<file path="config.mk">
export PLATFORM = sky130hd
export DESIGN_NAME = roi_scan_ctrl_flat
export DESIGN_NICKNAME = d
export VERILOG_FILES = /design/src/rtl/roi_scan_ctrl_if.sv /design/src/rtl/roi_scan_ctrl.sv /design/src/flat_wrapper.sv
export SDC_FILE = /design/constraint.sdc
export NUM_CORES = 1
export LEC_CHECK = 0
export BUFFER_PORTS_ARGS = -buffer_cell sky130_fd_sc_hd__buf_4
export CORE_ASPECT_RATIO = 1.75
export CORE_UTILIZATION = 52
export CTS_BUF_LIST = sky130_fd_sc_hd__clkbuf_2
export DETAILED_ROUTE_END_ITERATION = 6
export HOLD_SLACK_MARGIN = 0.08
export PLACE_DENSITY = 0.82
export SYNTH_ARGS = -nofsm -noshare
export SYNTH_HDL_FRONTEND = slang
export SYNTH_SLANG_ARGS = --single-unit
</file>
<file path="constraint.sdc">
create_clock -name clk -period 2.2 [get_ports clk]
set_clock_uncertainty 0.15 [all_clocks]
set_input_delay 0.11 -clock clk [delete_from_list [all_inputs] [get_ports clk]]
set_output_delay 0.11 -clock clk [all_outputs]
set_load 0.05 [all_outputs]
</file>
<file path="src/rtl/roi_scan_ctrl_if.sv">
// ----------------------------------------------------------------------------
// roi_scan_ctrl_if : pin-side handshake and ROI parallel buses of the scan ctrl
// Rev 1.0
// ----------------------------------------------------------------------------
`default_nettype none

interface roi_scan_ctrl_if #(
   parameter int DIN_N  = 256,
   parameter int DOUT_N = 256
);
   logic              start_i;
   logic              di_i;
   logic              di_valid_i;
   logic [DIN_N-1:0]  din_o;
   logic [DOUT_N-1:0] dout_i;
   logic              do_o;
   logic              do_valid_o;
   logic              busy_o;
   logic              done_o;

   modport master (
      output start_i, di_i, di_valid_i, dout_i,
      input  din_o, do_o, do_valid_o, busy_o, done_o
   );

   modport slave (
      input  start_i, di_i, di_valid_i, dout_i,
      output din_o, do_o, do_valid_o, busy_o, done_o
   );
endinterface

`default_nettype wire

</file>
<file path="src/rtl/roi_scan_ctrl.sv">
// ----------------------------------------------------------------------------
// roi_scan_ctrl : serial scan-in, parallel load, settle, capture, serial scan-out
// Rev 1.0
// ----------------------------------------------------------------------------
`default_nettype none

module roi_scan_ctrl #(
   parameter int DIN_N    = 256,
   parameter int DOUT_N   = 256,
   parameter int SETTLE_N = 2
) (
   input  wire logic        clk,
   input  wire logic        rst_n,
   roi_scan_ctrl_if.slave   bus
);

   localparam int C_MAX_IO = (DIN_N > DOUT_N) ? DIN_N : DOUT_N;
   localparam int C_MAX_N  = (C_MAX_IO > SETTLE_N) ? C_MAX_IO : SETTLE_N;
   localparam int CNT_W    = $clog2(C_MAX_N + 1);

   typedef enum logic [2:0] {
      S_IDLE      = 3'd0,
      S_SHIFT_IN  = 3'd1,
      S_LOAD      = 3'd2,
      S_SETTLE    = 3'd3,
      S_CAPTURE   = 3'd4,
      S_SHIFT_OUT = 3'd5,
      S_DONE      = 3'd6
   } state_t;

   state_t            state_q, state_d;
   logic [CNT_W-1:0]  cnt_q, cnt_d;
   logic [DIN_N-1:0]  din_shr_q, din_shr_d;
   logic [DIN_N-1:0]  din_q, din_d;
   logic [DOUT_N-1:0] dout_shr_q, dout_shr_d;

   always_ff @(posedge clk) begin
      if (!rst_n) begin
         state_q    <= S_IDLE;
         cnt_q      <= '0;
         din_shr_q  <= '0;
         din_q      <= '0;
         dout_shr_q <= '0;
      end else begin
         state_q    <= state_d;
         cnt_q      <= cnt_d;
         din_shr_q  <= din_shr_d;
         din_q      <= din_d;
         dout_shr_q <= dout_shr_d;
      end
   end

   always_comb begin
      state_d    = state_q;
      cnt_d      = cnt_q;
      din_shr_d  = din_shr_q;
      din_d      = din_q;
      dout_shr_d = dout_shr_q;
      case (state_q)
         S_IDLE: begin
            if (bus.start_i) begin
               cnt_d     = '0;
               din_shr_d = '0;
               state_d   = S_SHIFT_IN;
            end
         end
         S_SHIFT_IN: begin
            // First accepted bit migrates to the MSB after DIN_N shifts
            if (bus.di_valid_i) begin
               din_shr_d = {din_shr_q[DIN_N-2:0], bus.di_i};
               cnt_d     = cnt_q + CNT_W'(1);
               if (cnt_q == CNT_W'(DIN_N - 1)) begin
                  state_d = S_LOAD;
               end
            end
         end
         S_LOAD: begin
            din_d   = din_shr_q;
            cnt_d   = '0;
            state_d = S_SETTLE;
         end
         S_SETTLE: begin
            if (cnt_q == CNT_W'(SETTLE_N - 1)) begin
               cnt_d   = '0;
               state_d = S_CAPTURE;
            end else begin
               cnt_d = cnt_q + CNT_W'(1);
            end
         end
         S_CAPTURE: begin
            dout_shr_d = bus.dout_i;
            cnt_d      = '0;
            state_d    = S_SHIFT_OUT;
         end
         S_SHIFT_OUT: begin
            dout_shr_d = {dout_shr_q[DOUT_N-2:0], 1'b0};
            if (cnt_q == CNT_W'(DOUT_N - 1)) begin
               cnt_d   = '0;
               state_d = S_DONE;
            end else begin
               cnt_d = cnt_q + CNT_W'(1);
            end
         end
         S_DONE: begin
            state_d = S_IDLE;
         end
         default: begin
            state_d = S_IDLE;
         end
      endcase
   end

   assign bus.din_o      = din_q;
   assign bus.do_o       = dout_shr_q[DOUT_N-1];
   assign bus.do_valid_o = (state_q == S_SHIFT_OUT);
   assign bus.busy_o     = (state_q != S_IDLE);
   assign bus.done_o     = (state_q == S_DONE);

endmodule

`default_nettype wire

</file>
<file path="src/flat_wrapper.sv">
// flat-port wrapper written by rule: the top's interface ports become plain ports
module roi_scan_ctrl_flat 
#(
   parameter int DIN_N    = 256,
   parameter int DOUT_N   = 256,
   parameter int SETTLE_N = 2
)
  (clk, rst_n, bus_start_i, bus_di_i, bus_di_valid_i, bus_dout_i, bus_din_o, bus_do_o, bus_do_valid_o, bus_busy_o, bus_done_o);
  roi_scan_ctrl_if #(.DIN_N(DIN_N), .DOUT_N(DOUT_N)) bus_i ();
  input  wire logic clk;
  input  wire logic rst_n;
  input wire logic [$bits(bus_i.start_i)-1:0] bus_start_i;
  input wire logic [$bits(bus_i.di_i)-1:0] bus_di_i;
  input wire logic [$bits(bus_i.di_valid_i)-1:0] bus_di_valid_i;
  input wire logic [$bits(bus_i.dout_i)-1:0] bus_dout_i;
  output wire logic [$bits(bus_i.din_o)-1:0] bus_din_o;
  output wire logic [$bits(bus_i.do_o)-1:0] bus_do_o;
  output wire logic [$bits(bus_i.do_valid_o)-1:0] bus_do_valid_o;
  output wire logic [$bits(bus_i.busy_o)-1:0] bus_busy_o;
  output wire logic [$bits(bus_i.done_o)-1:0] bus_done_o;
  assign bus_i.start_i = bus_start_i;
  assign bus_i.di_i = bus_di_i;
  assign bus_i.di_valid_i = bus_di_valid_i;
  assign bus_i.dout_i = bus_dout_i;
  assign bus_din_o = bus_i.din_o;
  assign bus_do_o = bus_i.do_o;
  assign bus_do_valid_o = bus_i.do_valid_o;
  assign bus_busy_o = bus_i.busy_o;
  assign bus_done_o = bus_i.done_o;
  roi_scan_ctrl #(.DIN_N(DIN_N), .DOUT_N(DOUT_N), .SETTLE_N(SETTLE_N)) u_core (.clk(clk), .rst_n(rst_n), .bus(bus_i));
endmodule
</file>
==> summary.md, run 1 <==
| Metric | Value |
|---|---|
| Ys Warns | `0` |
| # port buffers | `520` |
| Compound-cell area share of the yosys netlist | `0.182` |
| Register bit total from synthesis | `780` |
| Largest net degree at the start of global routing | `105` |
| Gr usage total | `0.612` |
| Longest Clk Path Bufs | `3` |
| # rows | `114` |
| Top FF cell, synth | `dfxtp_1` |
| Post-synth EDFFs | `0` |
| IO Pins | `521` |
| Initial antenna violation count | `45` |
| Gr ovfl total | `7` |
| Tool error | `[ERROR GRT-0232] Routing congestion too high. Check the congestion heatmap in the GUI.` |
| Clk Tree Root Cell | `clkbuf_2` |
| Post-synthesis xor/xnor area fraction | `0` |
| Post-Synth Simple-Gate Area | `0.143` |
| Placed Area | `33900 µm²` |
| HPWL Detailed | `50600 µm` |
| Starting Density | `0.526` |
| Post-synthesis sequential area ratio | `0.538` |
| Number of H-tree levels | `4` |
| Placer congestion estimate | `0.850` |
| Outcome | `stopped before the end` |
| Syn avg cell area | `9.05 µm²` |
| Count of different cell masters after synthesis | `37` |
| Die Height | `315 µm` |
| Ys async rst share | `0` |
| Die W | `181 µm` |
| Post-Syn Instances | `3209` |
| Largest family of logic cells by synthesized area | `compound AO/OA/AOI/OAI gates` |
| Adder-cell area share of the yosys netlist | `0.00172` |
| CTS Sinks | `780` |
| Worst EP post-GRT repair | `bus_done_o` |
| Exit stage | `global routing (5_1_grt)` |
| Num CTS Buffers | `166` |
| Synth Cell Area | `29000 µm²` |
| WEP type | `output port` |
| Multiplexer area fraction after synthesis | `0.0885` |
| Mapped Nets | `3474` |
==> kinds of logic after synthesis <==
kind of cell,after synthesis
flops,780
mux,256
fa+ha+maj,4
buf+inv,297
compound gates,792
simple gates,1080
==> what timing repair did <==
item / CTS
gates cloned: 2
pin swaps: 3
gates resized for setup: 117
setup endpoints to repair: 72
hold buffers: 675
hold endpoints to repair: 780
setup buffers: 9
==> cell usage after synthesis, drive strengths merged (4+ instances only) <==
library cell,instances,share of area
inv,5,0.00065
buf,167,0.029
nand3b,4,0.0010
a22oi,256,0.066
mux2i,255,0.088
a211oi,255,0.066
clkbuf,124,0.016
nand3,13,0.0022
ha,4,0.0017
a31oi,6,0.0013
a21oi,264,0.046
nand2,529,0.068
nor2,518,0.067
dfxtp,780,0.54
==> stage by stage <==
stage               instances  setup TNS [ns]   util  hold slack, ns  setup WS [ns]
floorplan                3209               0      -          0.0984        0.00896
global placement         4238               0  0.614           0.234         0.0127
detailed placement       4238         -0.0158  0.614           0.240       -0.00802
CTS                      5204          -0.983  0.771          0.0802         -0.293
==> routing by layer <==
metal,global-route usage,GRT overflow
met1,0.604,0
met2,0.802,6
met3,0.455,1
met4,0.566,0
met5,0.214,0
==> run 2: changes to the inputs <==
CORE_ASPECT_RATIO = unset   (was 1.75)
CORE_UTILIZATION = 40   (was 52)
CTS_BUF_LIST = unset   (was sky130_fd_sc_hd__clkbuf_2)
HOLD_SLACK_MARGIN = unset   (was 0.08)
PLACE_DENSITY = unset   (was 0.82)
PLACE_DENSITY_LB_ADDON = 0.15   (was unset)
clock period = 2.9 ns   (was 2.2 ns; I/O delays follow)
==> run 2 against run 1 <==
The flow now finishes without violations. Synthesized cell count did not move. Area after synthesis is the same.
==> summary.md, run 2 <==
| Metric | Value |
|---|---|
| Top FF cell, synth | `dfxtp_1` |
| # rows | `98` |
| MaxCap Viol Count | `0` |
| Placer congestion estimate | `0.789` |
| Share of the synthesized area in the top cell type | `0.538` |
| Fmax | `0.391 GHz` |
| Postcts setup bufs | `0` |
| FF-to-FF Start | `u_core.cnt_q[0]$_SDFFE_PN0P_` |
| Number of remaining DRC errors | `0` |
| Maximum vdd drop | `0.000470 V` |
| Pwr Density | `587 nW/µm²` |
| Critical Path AT | `2.90 ns` |
| Outcome | `completed` |
| Num CTS Buffers | `83` |
| Gr ovfl total | `0` |
| First-pass DRT Iterations | `7` |
| Antenna-violating nets left | `0` |
| Design Area, Final | `39100 µm²` |
| Crit-path cells | `ha_1 > nand3_1 > nor2_1 > nand3_1 > inv_1 > ha_1 > nor2_1 > o21ai_0 > a21oi_1 > dlygate4sd3_1` |
| End-of-flow core utilization | `0.546` |
| Ys Warns | `0` |
| HPWL Detailed | `50700 µm` |
| Post-Syn Instances | `3209` |
| Initial antenna violation count | `12` |
| Fin. max-slew vios | `0` |
| Post-synthesis sequential area ratio | `0.538` |
| Hold depth | `4` |
| Critical setup path kind | `reg2reg` |
| DR vias/cell | `5.06` |
| Placed Area | `33700 µm²` |
| Routed length per instance | `16.5 µm` |
| Vias in the first global route | `23200` |
| Worst path slowest cell | `dlygate4sd3_1` |
| IO Pins | `521` |
| CTS tree | `yes` |
| Register bit total from synthesis | `780` |
| Final worst slack | `0.341 ns` |
| Startpoint types | `register` |
| CTS Sinks | `780` |
| Mapped Nets | `3474` |
| Synth Cell Area | `29000 µm²` |
| Worst-margin pin slew | `0.886 ns` |
| Longest Clk Path Bufs | `3` |
| Die Height | `271 µm` |
| Pre-CTS setup slack | `0.345 ns` |
| Top post-synthesis cells by count | `dfxtp_1, nand2_1, nor2_1` |
| Commonest non-fill, non-tap cell in the layout | `dfxtp_1` |
| Most frequent cells in the layout | `dfxtp_1, buf_4, nand2_1` |
| Clk Tree Root Cell | `clkbuf_16` |
| Count of final setup violators | `0` |
| Post-synth EDFFs | `0` |
| Setup TNS | `0 ns` |
| Top cells by area, synth | `dfxtp_1, mux2i_1, nand2_1, nor2_1, a22oi_1` |
| Area leader, netlist | `dfxtp_1` |
| Share of layout cells above drive strength 1 | `0.184` |
| DRT iter0 DRCs | `1699` |
| Routed Wire Length | `80300 µm` |
| Cts hold-fix bufs | `262` |
| First-pass GRT wire length | `127000 µm` |
| Die area | `73600 µm²` |
| Most instantiated library cell after synthesis | `dfxtp_1` |
| Fin crit share | `0.883` |
| # nets final | `4106` |
| Syn avg cell area | `9.05 µm²` |
| Unrepaired setup endpoints after global routing | `no` |
| Largest net degree at the start of global routing | `135` |
| Number of H-tree levels | `3` |
| FF-to-FF path depth | `10` |
| PostCTS Resize Cnt | `0` |
| Crit path time final | `2.56 ns` |
| Die W | `271 µm` |
| Clock network latency to the later pin of the worst-skew pair | `0.62 ns` |
| Starting Density | `0.405` |
| Fin. Hold Viols | `0` |
| Leakage | `0.0144 µW` |
| CP max FO | `5` |
| Clk slew on worst S/H paths | `0.05 ns` |
| Worst EP required | `3.24 ns` |
| Critical Path Source | `u_core.cnt_q[0]$_SDFFE_PN0P_` |
| Gr usage total | `0.210` |
| Crit-path max cell delay | `0.59 ns` |
| Count of different cell masters after synthesis | `37` |
| Growth of design area from synthesis to finish | `34.7%` |
| HP Start | `bus_di_i` |
| Hold Path Class | `in2reg` |
| Ys async rst share | `0` |
| CP endpoint kind | `register` |
| Core Region | `71600 µm²` |
| # port buffers | `520` |
| Worst rel slew slack | `0.409` |
| Via count | `24600` |
[run 2: cell counts after synthesis]
Identical to the previous run, type by type.
[run 2: metal layers]
layer,GRT usage,share of wire
met4,0.0840,0.033
met3,0.0320,0.038
met1,0.271,0.44
met5,0,0.00016
met2,0.352,0.48
[run 2: worst max-delay path: cells and delay by family, from the launching register on]
family	cells	cell delay, ns
flops	1	0.39
buf+inv	2	0.67
fa+ha+maj	2	0.41
simple gates	4	0.52
compound gates	2	0.30
[run 2: final timing paths]
path / slack [ns] / end
max: 0.34 / u_core.state_q[0]$_SDFFE_PN0P_
min: 0.22 / u_core.din_shr_q[0]$_SDFFE_PN0P_
max reg2reg: 0.34 / u_core.state_q[0]$_SDFFE_PN0P_
min reg2reg: 0.30 / u_core.bus.din_o[66]$_SDFFE_PN0P_
[run 2: kinds of logic (layout without fill, tap and decap cells)]
family,after synthesis,after routing,synth area share
AO/OA/AOI/OAI,792,792,0.182
adder cells (fa/ha/maj),4,4,0.00172
buffers and inverters,297,993,0.0461
flip-flops,780,780,0.538
multiplexers,256,256,0.0885
other,0,11,0
AND/OR/NAND/NOR,1080,1080,0.143
[run 2: power breakdown]
group,internal (µW),switching [µW],leakage [µW],total (µW)
Clock,6280,4350,0.00134,10600
Combinational,781,815,0.00681,1600
Sequential,10700,9.59,0.00628,10700
Total,17800,5170,0.0144,22900
[run 2: per-stage QoR]
| step | cells | hold slack [ns] | power, µW |
|---|---|---|---|
| 3_3_place_gp | 4444 | 0.232 | 12200 |
| 5_1_grt | 4866 | 0.254 | 23800 |
| 4_1_cts | 4855 | 0.199 | 23300 |
| 2_1_floorplan | 3209 | 0.133 | 11700 |
| 6_report | 4866 | 0.224 | 22900 |
| 3_5_place_dp | 4444 | 0.249 | 12200 |
[run 2: cell type report]
| type | instances | area [µm²] |
|---|---|---|
| Sequential cell | 780 | 15600 |
| Multi-Input combinational cell | 2132 | 12100 |
| Clock inverter | 30 | 352 |
| Inverter | 6 | 30.0 |
| Timing Repair Buffer | 838 | 7380 |
| Tap cell | 950 | 1190 |
| Fill cell | 6607 | 32500 |
| Antenna cell | 11 | 27.5 |
| Clock buffer | 119 | 2380 |
(Power assumes the default switching activity.)
